==> config.mk <==
export PLATFORM = sky130hd
export DESIGN_NAME = shift_frame_ctrl
export DESIGN_NICKNAME = d
export VERILOG_FILES = /design/src/rtl/shift_frame_pkg.sv /design/src/rtl/shift_frame_ctrl.sv
export SDC_FILE = /design/constraint.sdc
export NUM_CORES = 1
export LEC_CHECK = 0
export ABC_AREA = 0
export BUFFER_PORTS_ARGS = -buffer_cell sky130_fd_sc_hd__buf_2
export CORE_UTILIZATION = 50
export CTS_BUF_LIST = sky130_fd_sc_hd__clkbuf_2 sky130_fd_sc_hd__clkbuf_4 sky130_fd_sc_hd__clkbuf_8
export CTS_CLUSTER_SIZE = 40
export DETAILED_ROUTE_END_ITERATION = 12
export HOLD_SLACK_MARGIN = 0.06
export PLACE_DENSITY = 0.85
export SLEW_MARGIN = 20
export SYNTH_ARGS = -nofsm -noshare
export SYNTH_HDL_FRONTEND = slang
export SYNTH_SLANG_ARGS = --single-unit
==> constraint.sdc <==
create_clock -name clk -period 3.1 [get_ports clk]
set_input_delay 0.31 -clock clk [delete_from_list [all_inputs] [get_ports clk]]
set_output_delay 0.31 -clock clk [all_outputs]
set_load 0.01 [all_outputs]
==> src/rtl/shift_frame_pkg.sv <==
// Shared types and widths for the shift-register frame controller.
package shift_frame_pkg;

   typedef enum logic [1:0] {
      IDLE,
      LOAD,
      SHIFT,
      GAP
   } state_t;

   localparam int unsigned FRAME_CNT_W = 16;

endpackage

==> src/rtl/shift_frame_ctrl.sv <==
// Serializes handshaked parallel words into load/shift commands for a
// parallel-load shift register, with an inter-frame gap and frame counter.
module shift_frame_ctrl
   import shift_frame_pkg::*;
#(
   parameter int unsigned WIDTH      = 8,
   parameter int unsigned GAP_CYCLES = 1,
   parameter logic        FILL_BIT   = 1'b0
) (
   input  logic                   clk,
   input  logic                   rst,
   input  logic                   flush,
   input  logic                   s_valid,
   output logic                   s_ready,
   input  logic [WIDTH-1:0]       s_data,
   input  logic                   s_lsb_first,
   output logic                   sr_load_en,
   output logic                   sr_shift_en,
   output logic                   sr_direction,
   output logic [WIDTH-1:0]       sr_parallel_in,
   output logic                   sr_serial_in,
   output logic                   busy,
   output logic                   frame_done,
   output logic [FRAME_CNT_W-1:0] frame_count
);

   localparam int unsigned CNT_W = ($clog2(WIDTH) > 8) ? $clog2(WIDTH) : 8;
   localparam logic [CNT_W-1:0] SHIFT_LAST = CNT_W'(WIDTH - 1);
   localparam logic [CNT_W-1:0] GAP_LAST   = CNT_W'((GAP_CYCLES > 0) ? (GAP_CYCLES - 1) : 0);

   state_t                 state_q, state_d;
   logic [CNT_W-1:0]       cnt_q, cnt_d;
   logic [WIDTH-1:0]       data_q, data_d;
   logic                   dir_q, dir_d;
   logic                   frame_done_q, frame_done_d;
   logic [FRAME_CNT_W-1:0] frame_count_q, frame_count_d;

   // Next-state, counter and capture logic; flush overrides all transitions.
   always_comb begin
      state_d       = state_q;
      cnt_d         = cnt_q;
      data_d        = data_q;
      dir_d         = dir_q;
      frame_done_d  = 1'b0;
      frame_count_d = frame_count_q + FRAME_CNT_W'(frame_done_q);

      if (flush) begin
         state_d = IDLE;
         cnt_d   = '0;
      end else begin
         case (state_q)
            IDLE: begin
               if (s_valid) begin
                  data_d  = s_data;
                  dir_d   = s_lsb_first;
                  state_d = LOAD;
               end
            end
            LOAD: begin
               cnt_d   = '0;
               state_d = SHIFT;
            end
            SHIFT: begin
               if (cnt_q == SHIFT_LAST) begin
                  cnt_d        = '0;
                  frame_done_d = 1'b1;
                  state_d      = (GAP_CYCLES > 0) ? GAP : IDLE;
               end else begin
                  cnt_d = cnt_q + CNT_W'(1);
               end
            end
            GAP: begin
               if (cnt_q == GAP_LAST) begin
                  cnt_d   = '0;
                  state_d = IDLE;
               end else begin
                  cnt_d = cnt_q + CNT_W'(1);
               end
            end
            default: begin
               cnt_d   = '0;
               state_d = IDLE;
            end
         endcase
      end
   end

   always_ff @(posedge clk) begin
      if (rst) begin
         state_q       <= IDLE;
         cnt_q         <= '0;
         data_q        <= '0;
         dir_q         <= 1'b0;
         frame_done_q  <= 1'b0;
         frame_count_q <= '0;
      end else begin
         state_q       <= state_d;
         cnt_q         <= cnt_d;
         data_q        <= data_d;
         dir_q         <= dir_d;
         frame_done_q  <= frame_done_d;
         frame_count_q <= frame_count_d;
      end
   end

   // Moore decode of commands from the registered state.
   assign s_ready        = (state_q == IDLE) && !flush;
   assign busy           = (state_q != IDLE);
   assign sr_load_en     = (state_q == LOAD);
   assign sr_shift_en    = (state_q == SHIFT);
   assign sr_direction   = dir_q;
   assign sr_parallel_in = data_q;
   assign sr_serial_in   = FILL_BIT;
   assign frame_done     = frame_done_q;
   assign frame_count    = frame_count_q;

endmodule

==> impl_table.tex, run 1 <==
\begin{tabular}{lr}
\hline
Metric & Value \\
\hline
\multicolumn{2}{l}{\textbf{Layout}} \\
\quad Leading cell type in the layout, fill and taps excluded & sky130\_fd\_sc\_hd\_\_buf\_2 \\
\quad Commonest cells after routing, fill and taps aside & sky130\_fd\_sc\_hd\_\_buf\_2 (42), sky130\_fd\_sc\_hd\_\_dfxtp\_1 (36), sky130\_fd\_sc\_hd\_\_nand2\_1 (27), sky130\_fd\_sc\_hd\_\_nand3\_1 (15), sky130\_fd\_sc\_hd\_\_nor2\_1 (15) \\
\quad Non-filler instance count after layout & 295 \\
\quad Number of inserted diodes & 0 \\
\quad Total Nets Final & 270 \\
\quad Share of post-route cells with drive strength above 1 & 23.7\% \\
\quad End-of-flow core utilization & 60.9\% \\
\quad Area overhead of the layout relative to synthesis & 15.5\% \\
\multicolumn{2}{l}{\textbf{Route}} \\
\quad Detailed-route wire length per cell & 12.9 microns \\
\quad Iteration-0 DRC Markers & 115 \\
\quad DRC Markers & 0 \\
\quad Post-DRT Antenna Nets & 0 \\
\quad Total number of vias & 1630 \\
\quad Routed Wire Length & 3.82 mm \\
\quad First-pass detailed-route iteration total & 4 \\
\quad Post-detailed-route via-to-cell ratio & 5.53 \\
\multicolumn{2}{l}{\textbf{Timing}} \\
\quad Slew @ Worst Pin & 0.562 ns \\
\quad Post-route clock skew & 0.0115 ns \\
\quad Final setup violation count & 0 \\
\quad Fin Setup TNS & 0 ns \\
\quad Worst-case setup margin in the final layout & 1.13 ns \\
\quad Count of endpoints failing hold in the final timing report & 0 \\
\quad Final period demand of the worst path & 1.97 ns \\
\quad Worst relative slew slack & 62.2\% \\
\quad Worst slack on hold paths & 0.212 ns \\
\quad RSZ-0062 raised after global routing & false \\
\quad Post-route fraction of the period consumed by the critical path & 63.5\% \\
\quad FMAX & 508 MHz \\
\quad Max-slew violations & 0 \\
\multicolumn{2}{l}{\textbf{Worst setup path}} \\
\quad Largest driver fanout on the critical path & 7 \\
\quad Kind of end point of the critical path & flip-flop \\
\quad Startpoint class of the critical path & flip-flop \\
\quad Crit path kind & reg -> reg \\
\quad Data required time at the worst endpoint & 3.36 ns \\
\quad FF-to-FF setup slack & 1.13 ns \\
\quad Arrival time of data at the critical path endpoint & 2.23 ns \\
\multicolumn{2}{l}{\textbf{GRT}} \\
\quad Combined global-route utilization of all metal layers & 20.9\% \\
\quad Pin count of the biggest net entering global routing & 29 \\
\quad Wire length of the first global-routing pass & 5.91 mm \\
\quad Initial antenna violation count & 0 \\
\quad Vias in the first global route & 1472 \\
\quad Overflow left after global routing & 0 \\
\multicolumn{2}{l}{\textbf{CTS}} \\
\quad Clock-pin slew on the worst setup and hold paths & 0.12 ns \\
\quad CTS Buf Count & 5 \\
\quad TritonCTS clock tree & yes \\
\quad Number of hold buffers added after CTS & 0 \\
\quad Root Driver & sky130\_fd\_sc\_hd\_\_clkbuf\_4 \\
\quad Number of setup buffers added after CTS & 0 \\
\quad Total clock sinks & 36 \\
\quad Gates resized, CTS repair & 0 \\
\quad Later-pin clock latency in the skew report & 0.33 ns \\
\quad Clock Tree Buf Depth & 2 \\
\quad Number of H-tree levels & 2 \\
\multicolumn{2}{l}{\textbf{Die}} \\
\quad Standard-cell rows & 21 \\
\quad DIE AREA & 3790 sq um \\
\quad Vertical extent of the die & 61.5 microns \\
\quad Die width & 61.5 microns \\
\quad Initial core utilization & 52.7\% \\
\quad IO Count & 44 \\
\quad Placeable Area & 3360 sq um \\
\multicolumn{2}{l}{\textbf{Place}} \\
\quad Routability congestion estimate from global placement & 0.889 \\
\quad Detailed Place HPWL & 2.70 mm \\
\quad Port Buffer Count & 42 \\
\quad Placed Instances & 287 \\
\quad Minimum setup slack after placement & 1.16 ns \\
\multicolumn{2}{l}{\textbf{Synth}} \\
\quad Async set-or-reset flop fraction in the synthesized netlist & 0\% \\
\quad Most instantiated flip-flop cell in the synthesis netlist & sky130\_fd\_sc\_hd\_\_dfxtp\_1 \\
\quad Synthesis Warnings & 0 \\
\quad Count of mapped cells out of synthesis & 210 \\
\quad Nets in the synthesized netlist & 232 \\
\quad Distinct cell type count after synthesis & 44 \\
\quad Mapped Area & 1770 sq um \\
\quad Mean Syn Cell Area & 8.44 sq um \\
\quad Flip-flop and latch count after synthesis & 36 \\
\quad Sequential element share of the synthesized area & 40.6\% \\
\quad Post-synth EDFFs & 0 \\
\multicolumn{2}{l}{\textbf{Job}} \\
\quad Maximum Capacitance Violations & 0 \\
\multicolumn{2}{l}{\textbf{Pwr}} \\
\quad Worst vdd ir & 0.309 mV \\
\quad Power Dens Cells & 382 nW/um\^{}2 \\
\quad Static Leak & 0.000884 uW \\
\multicolumn{2}{l}{\textbf{Outcome}} \\
\quad Result of the run & finished, final reports clean \\
\multicolumn{2}{l}{\textbf{Worst hold path}} \\
\quad Class of the tightest hold or removal check & in -> reg \\
\hline
\end{tabular}
-- cell type report --
| cell class | count | area [sq um] |
|---|---|---|
| fill | 311 | 1320 |
| multi-input combinational | 155 | 968 |
| sequential | 36 | 721 |
| timing repair buffer | 43 | 218 |
| tap | 46 | 57.6 |
| clock buffer | 5 | 37.5 |
| inverter | 7 | 26.3 |
| clock inverter | 3 | 18.8 |
-- state kept, by name, summed over array words and instances, names as in the netlist --
name,count
sr_parallel_in,8
cnt_q,8
sr_direction,1
frame_count,16
frame_done,1
state_q,2
-- synthesized netlist by cell type, drive strengths merged (3+ instances only) --
cell     number  area (sq um)
dfxtp        36           721
nor2b         4          25.0
nand3        15          75.1
o21ai         6          30.0
nand4         5          31.3
and3          5          32.5
nor2         15          56.3
or4           4          37.5
xor2         10          87.6
buf           4          27.5
nor4          7          43.8
ha            9           113
o2111ai       5          43.8
and4          3          26.3
a21oi        14          70.1
inv           7          26.3
clkbuf        8          30.0
nand2        27           101
-- critical path, cell delays in order (launching register included) --
cell and delay (ns):
sky130_fd_sc_hd__dfxtp_1 0.38, sky130_fd_sc_hd__or4_4 0.59, sky130_fd_sc_hd__nor4_1 0.51, sky130_fd_sc_hd__o32a_2 0.27
sky130_fd_sc_hd__mux2i_1 0.16
-- through the flow --
stage	instance area, sq um	power [uW]
floorplan	1770	526
global placement	1990	549
detailed placement	1990	550
CTS	2050	787
global route	2050	819
finish	2050	781
-- power breakdown --
group	total, uW	internal (uW)	switching [uW]
clock network	241	87.1	154
logic	66.8	24.4	42.4
registers	473	469	3.82
total	781	581	200
-- metal layers --
layer / track usage (%) / wire [microns] / vias up
met2: 37.3 / 1960 / 53
met1: 23.0 / 1590 / 752
met3: 5.67 / 233 / 4
li1: - / - / 821
met5: 0 / 0 / -
met4: 9.52 / 25 / 0
-- path summary, 6_finish.rpt --
path	cells past startpoint	startpoint	to
worst max-delay path	4	cnt_q[4]	state_q[1]
worst min-delay path	3	s_data[4]	sr_parallel_in[4]
worst max register to register	4	cnt_q[4]	state_q[1]
worst min register to register	2	sr_parallel_in[0]	sr_parallel_in[0]
-- cells by family after synthesis --
| logic type | Yosys count | share of synthesized area, % |
|---|---|---|
| simple gates | 94 | 27.3 |
| compound gates | 38 | 14.3 |
| flops | 36 | 40.6 |
| buf+inv | 19 | 4.73 |
| xor+xnor | 12 | 5.93 |
| fa+ha+maj | 9 | 6.35 |
| other cells | 1 | 0.212 |
| mux | 1 | 0.565 |
Note: power is estimated with default switching activity, not from simulation.
==> run 2: changes to the inputs <==
Clock period 3.1 ns to 1.9 ns, I/O delays scaled along.
==> impl_table.tex, run 2 (synthesized netlist as in run 1, its figures left out) <==
\begin{tabular}{lr}
\hline
Metric & Value \\
\hline
\multicolumn{2}{l}{\textbf{Layout}} \\
\quad Share of post-route cells with drive strength above 1 & 27.0\% (+3.3 points) \\
\quad FF+latch area & 721 sq um (unchanged) \\
\quad Leading cell type in the layout, fill and taps excluded & sky130\_fd\_sc\_hd\_\_buf\_2 \\
\quad Total Nets Final & 277 (+2.6\%) \\
\quad End-of-flow core utilization & 63.6\% (+2.7 points) \\
\quad Commonest cells after routing, fill and taps aside & sky130\_fd\_sc\_hd\_\_buf\_2 (42), sky130\_fd\_sc\_hd\_\_dfxtp\_1 (36), sky130\_fd\_sc\_hd\_\_nand2\_1 (27), sky130\_fd\_sc\_hd\_\_nand3\_1 (15), sky130\_fd\_sc\_hd\_\_nor2\_1 (15) \\
\quad Area overhead of the layout relative to synthesis & 20.6\% \\
\quad Number of inserted diodes & 0 (unchanged) \\
\quad Non-filler instance count after layout & 302 (+2.4\%) \\
\quad Number of filler cells placed in the layout & 297 (-4.5\%) \\
\quad Multi-input logic area & 997 sq um (+3.0\%) \\
\quad Flip-flop count of the largest register, all copies and words added & 16 (unchanged) \\
\quad Post-route design area & 2140 sq um (+4.5\%) \\
\multicolumn{2}{l}{\textbf{Worst setup path}} \\
\quad Crit path kind & reg -> reg \\
\quad Kind of end point of the critical path & flip-flop \\
\quad Cell occurring most often along the worst timing path & sky130\_fd\_sc\_hd\_\_or4\_4 \\
\quad Data required time at the worst endpoint & 2.12 ns (-1.24 ns) \\
\quad Startpoint class of the critical path & flip-flop \\
\quad Arrival time of data at the critical path endpoint & 2.01 ns (-0.22 ns) \\
\quad Worst path max stage delay & 0.57 ns (-0.02 ns) \\
\quad Largest driver fanout on the critical path & 8 (+1) \\
\quad Cell with the biggest individual delay on the critical path & sky130\_fd\_sc\_hd\_\_or4\_4 \\
\quad Cells along the critical path & or4\_4 -> or4\_4 -> o2111ai\_1 -> a21oi\_1 \\
\multicolumn{2}{l}{\textbf{Timing}} \\
\quad Max-slew violations & 0 (unchanged) \\
\quad Worst slack on hold paths & 0.0888 ns (-0.123 ns) \\
\quad RSZ-0062 raised after global routing & false \\
\quad Final setup violation count & 0 (unchanged) \\
\quad Count of endpoints failing hold in the final timing report & 0 (unchanged) \\
\quad FMAX & 559 MHz (+10\%) \\
\quad Post-route fraction of the period consumed by the critical path & 94.1\% (+31 points) \\
\quad Post-route clock skew & 0.0131 ns (+0.00160 ns) \\
\quad Final period demand of the worst path & 1.79 ns (-0.181 ns) \\
\quad Fin Setup TNS & 0 ns (unchanged) \\
\multicolumn{2}{l}{\textbf{CTS}} \\
\quad Clock Tree Buf Depth & 2 (unchanged) \\
\quad CTS Buf Count & 5 (unchanged) \\
\quad Root Driver & sky130\_fd\_sc\_hd\_\_clkbuf\_4 \\
\quad Number of hold buffers added after CTS & 0 (unchanged) \\
\quad TritonCTS clock tree & yes \\
\quad Number of H-tree levels & 2 (unchanged) \\
\quad Clock-pin slew on the worst setup and hold paths & 0.11 ns (about the same) \\
\quad Later-pin clock latency in the skew report & 0.34 ns (about the same) \\
\quad Total clock sinks & 36 (unchanged) \\
\multicolumn{2}{l}{\textbf{Place}} \\
\quad Detailed Place HPWL & 2.64 mm (-2.5\%) \\
\quad Routability congestion estimate from global placement & 0.847 (-4.8\%) \\
\quad Placed Instance Area & 2040 sq um (+2.6\%) \\
\quad Port Buffer Count & 42 (unchanged) \\
\quad Placed Instances & 294 (+2.4\%) \\
\multicolumn{2}{l}{\textbf{Route}} \\
\quad Detailed-route wire length per cell & 12.3 microns (-4.6\%) \\
\quad Post-DRT Antenna Nets & 0 (unchanged) \\
\quad Iteration-0 DRC Markers & 102 (-11\%) \\
\quad Post-detailed-route via-to-cell ratio & 5.47 (-1.0\%) \\
\quad Routed Wire Length & 3.73 mm (-2.4\%) \\
\quad DRC Markers & 0 (unchanged) \\
\quad First-pass detailed-route iteration total & 4 (unchanged) \\
\quad Total number of vias & 1652 (+1.3\%) \\
\multicolumn{2}{l}{\textbf{Die}} \\
\quad Placeable Area & 3360 sq um (unchanged) \\
\quad Vertical extent of the die & 61.5 microns (unchanged) \\
\quad Die width & 61.5 microns (unchanged) \\
\quad Standard-cell rows & 21 (unchanged) \\
\quad Initial core utilization & 52.7\% (unchanged) \\
\quad DIE AREA & 3790 sq um (unchanged) \\
\quad IO Count & 44 (unchanged) \\
\multicolumn{2}{l}{\textbf{Job}} \\
\quad Maximum Capacitance Violations & 0 (unchanged) \\
\multicolumn{2}{l}{\textbf{GRT}} \\
\quad Initial antenna violation count & 0 (unchanged) \\
\quad Overflow left after global routing & 0 (unchanged) \\
\quad Wire length of the first global-routing pass & 5.84 mm (-1.3\%) \\
\quad Pin count of the biggest net entering global routing & 27 (-6.9\%) \\
\quad Combined global-route utilization of all metal layers & 20.8\% (-0.096 points) \\
\quad Vias in the first global route & 1390 (-5.6\%) \\
\multicolumn{2}{l}{\textbf{Worst hold path}} \\
\quad Class of the tightest hold or removal check & in -> reg \\
\multicolumn{2}{l}{\textbf{Pwr}} \\
\quad Worst vdd ir & 0.475 mV (+54\%) \\
\quad Power Dens Cells & 624 nW/um\^{}2 (+63\%) \\
\quad Static Leak & 0.000939 uW (+6.3\%) \\
\multicolumn{2}{l}{\textbf{Outcome}} \\
\quad Result of the run & finished, final reports clean \\
\hline
\end{tabular}
## run 2: routing by layer
| metal | vias up | global-route usage (%) | wire [microns] |
|---|---|---|---|
| met5 | - | 0 | 0 |
| met4 | 0 | 6.35 | 21 |
| met3 | 2 | 8.40 | 173 |
| met2 | 37 | 33.8 | 1820 |
| met1 | 776 | 25.3 | 1710 |
| li1 | 837 | - | - |
## run 2: what timing repair did
action,4_1_cts,5_1_grt
gates cloned,0,0
gates resized for setup,2,3
endpoints found under the setup margin,5,3
setup buffers,0,0
pin swaps,0,1
## run 2: per-stage QoR
| step | total power [uW] | worst slack (ns) |
|---|---|---|
| finish | 1330 | 0.111 |
| global route | 1400 | 0.0358 |
| CTS | 1350 | 0.0665 |
| detailed placement | 899 | -0.0578 |
| global placement | 897 | -0.0624 |
| floorplan | 859 | 0.0808 |
## run 2: final timing paths
kind              slack [ns]  cells past startpoint         startpoint           endpoint
setup / recovery        0.11                      4           cnt_q[7]           cnt_q[6]
hold / removal          0.09                      3          s_data[7]  sr_parallel_in[7]
setup reg to reg        0.11                      4           cnt_q[7]           cnt_q[6]
hold reg to reg         0.46                      2  sr_parallel_in[7]  sr_parallel_in[7]
## run 2: where the power goes
part	leakage (uW)	internal, uW	switching [uW]
Sequential	0.000291	765	6.32
Combinational	0.000613	43.4	70.1
Clock	0.0000349	196	253
## run 2: cell type report
| cell class | count | area share (%) |
|---|---|---|
| Multi-Input combinational cell | 155 | 46.6 |
| Sequential cell | 36 | 33.7 |
| Timing Repair Buffer | 50 | 12.6 |
| Clock buffer | 7 | 2.75 |
| Tap cell | 46 | 2.69 |
| Inverter | 7 | 1.23 |
| Clock inverter | 1 | 0.351 |
## run 2: critical path, delay by kind of cell, from the launching register on
kind               cells  cell delay (ns)
AOI/OAI and AO/OA      2             0.23
DFF                    1             0.37
and+or+nand+nor        2             1.07
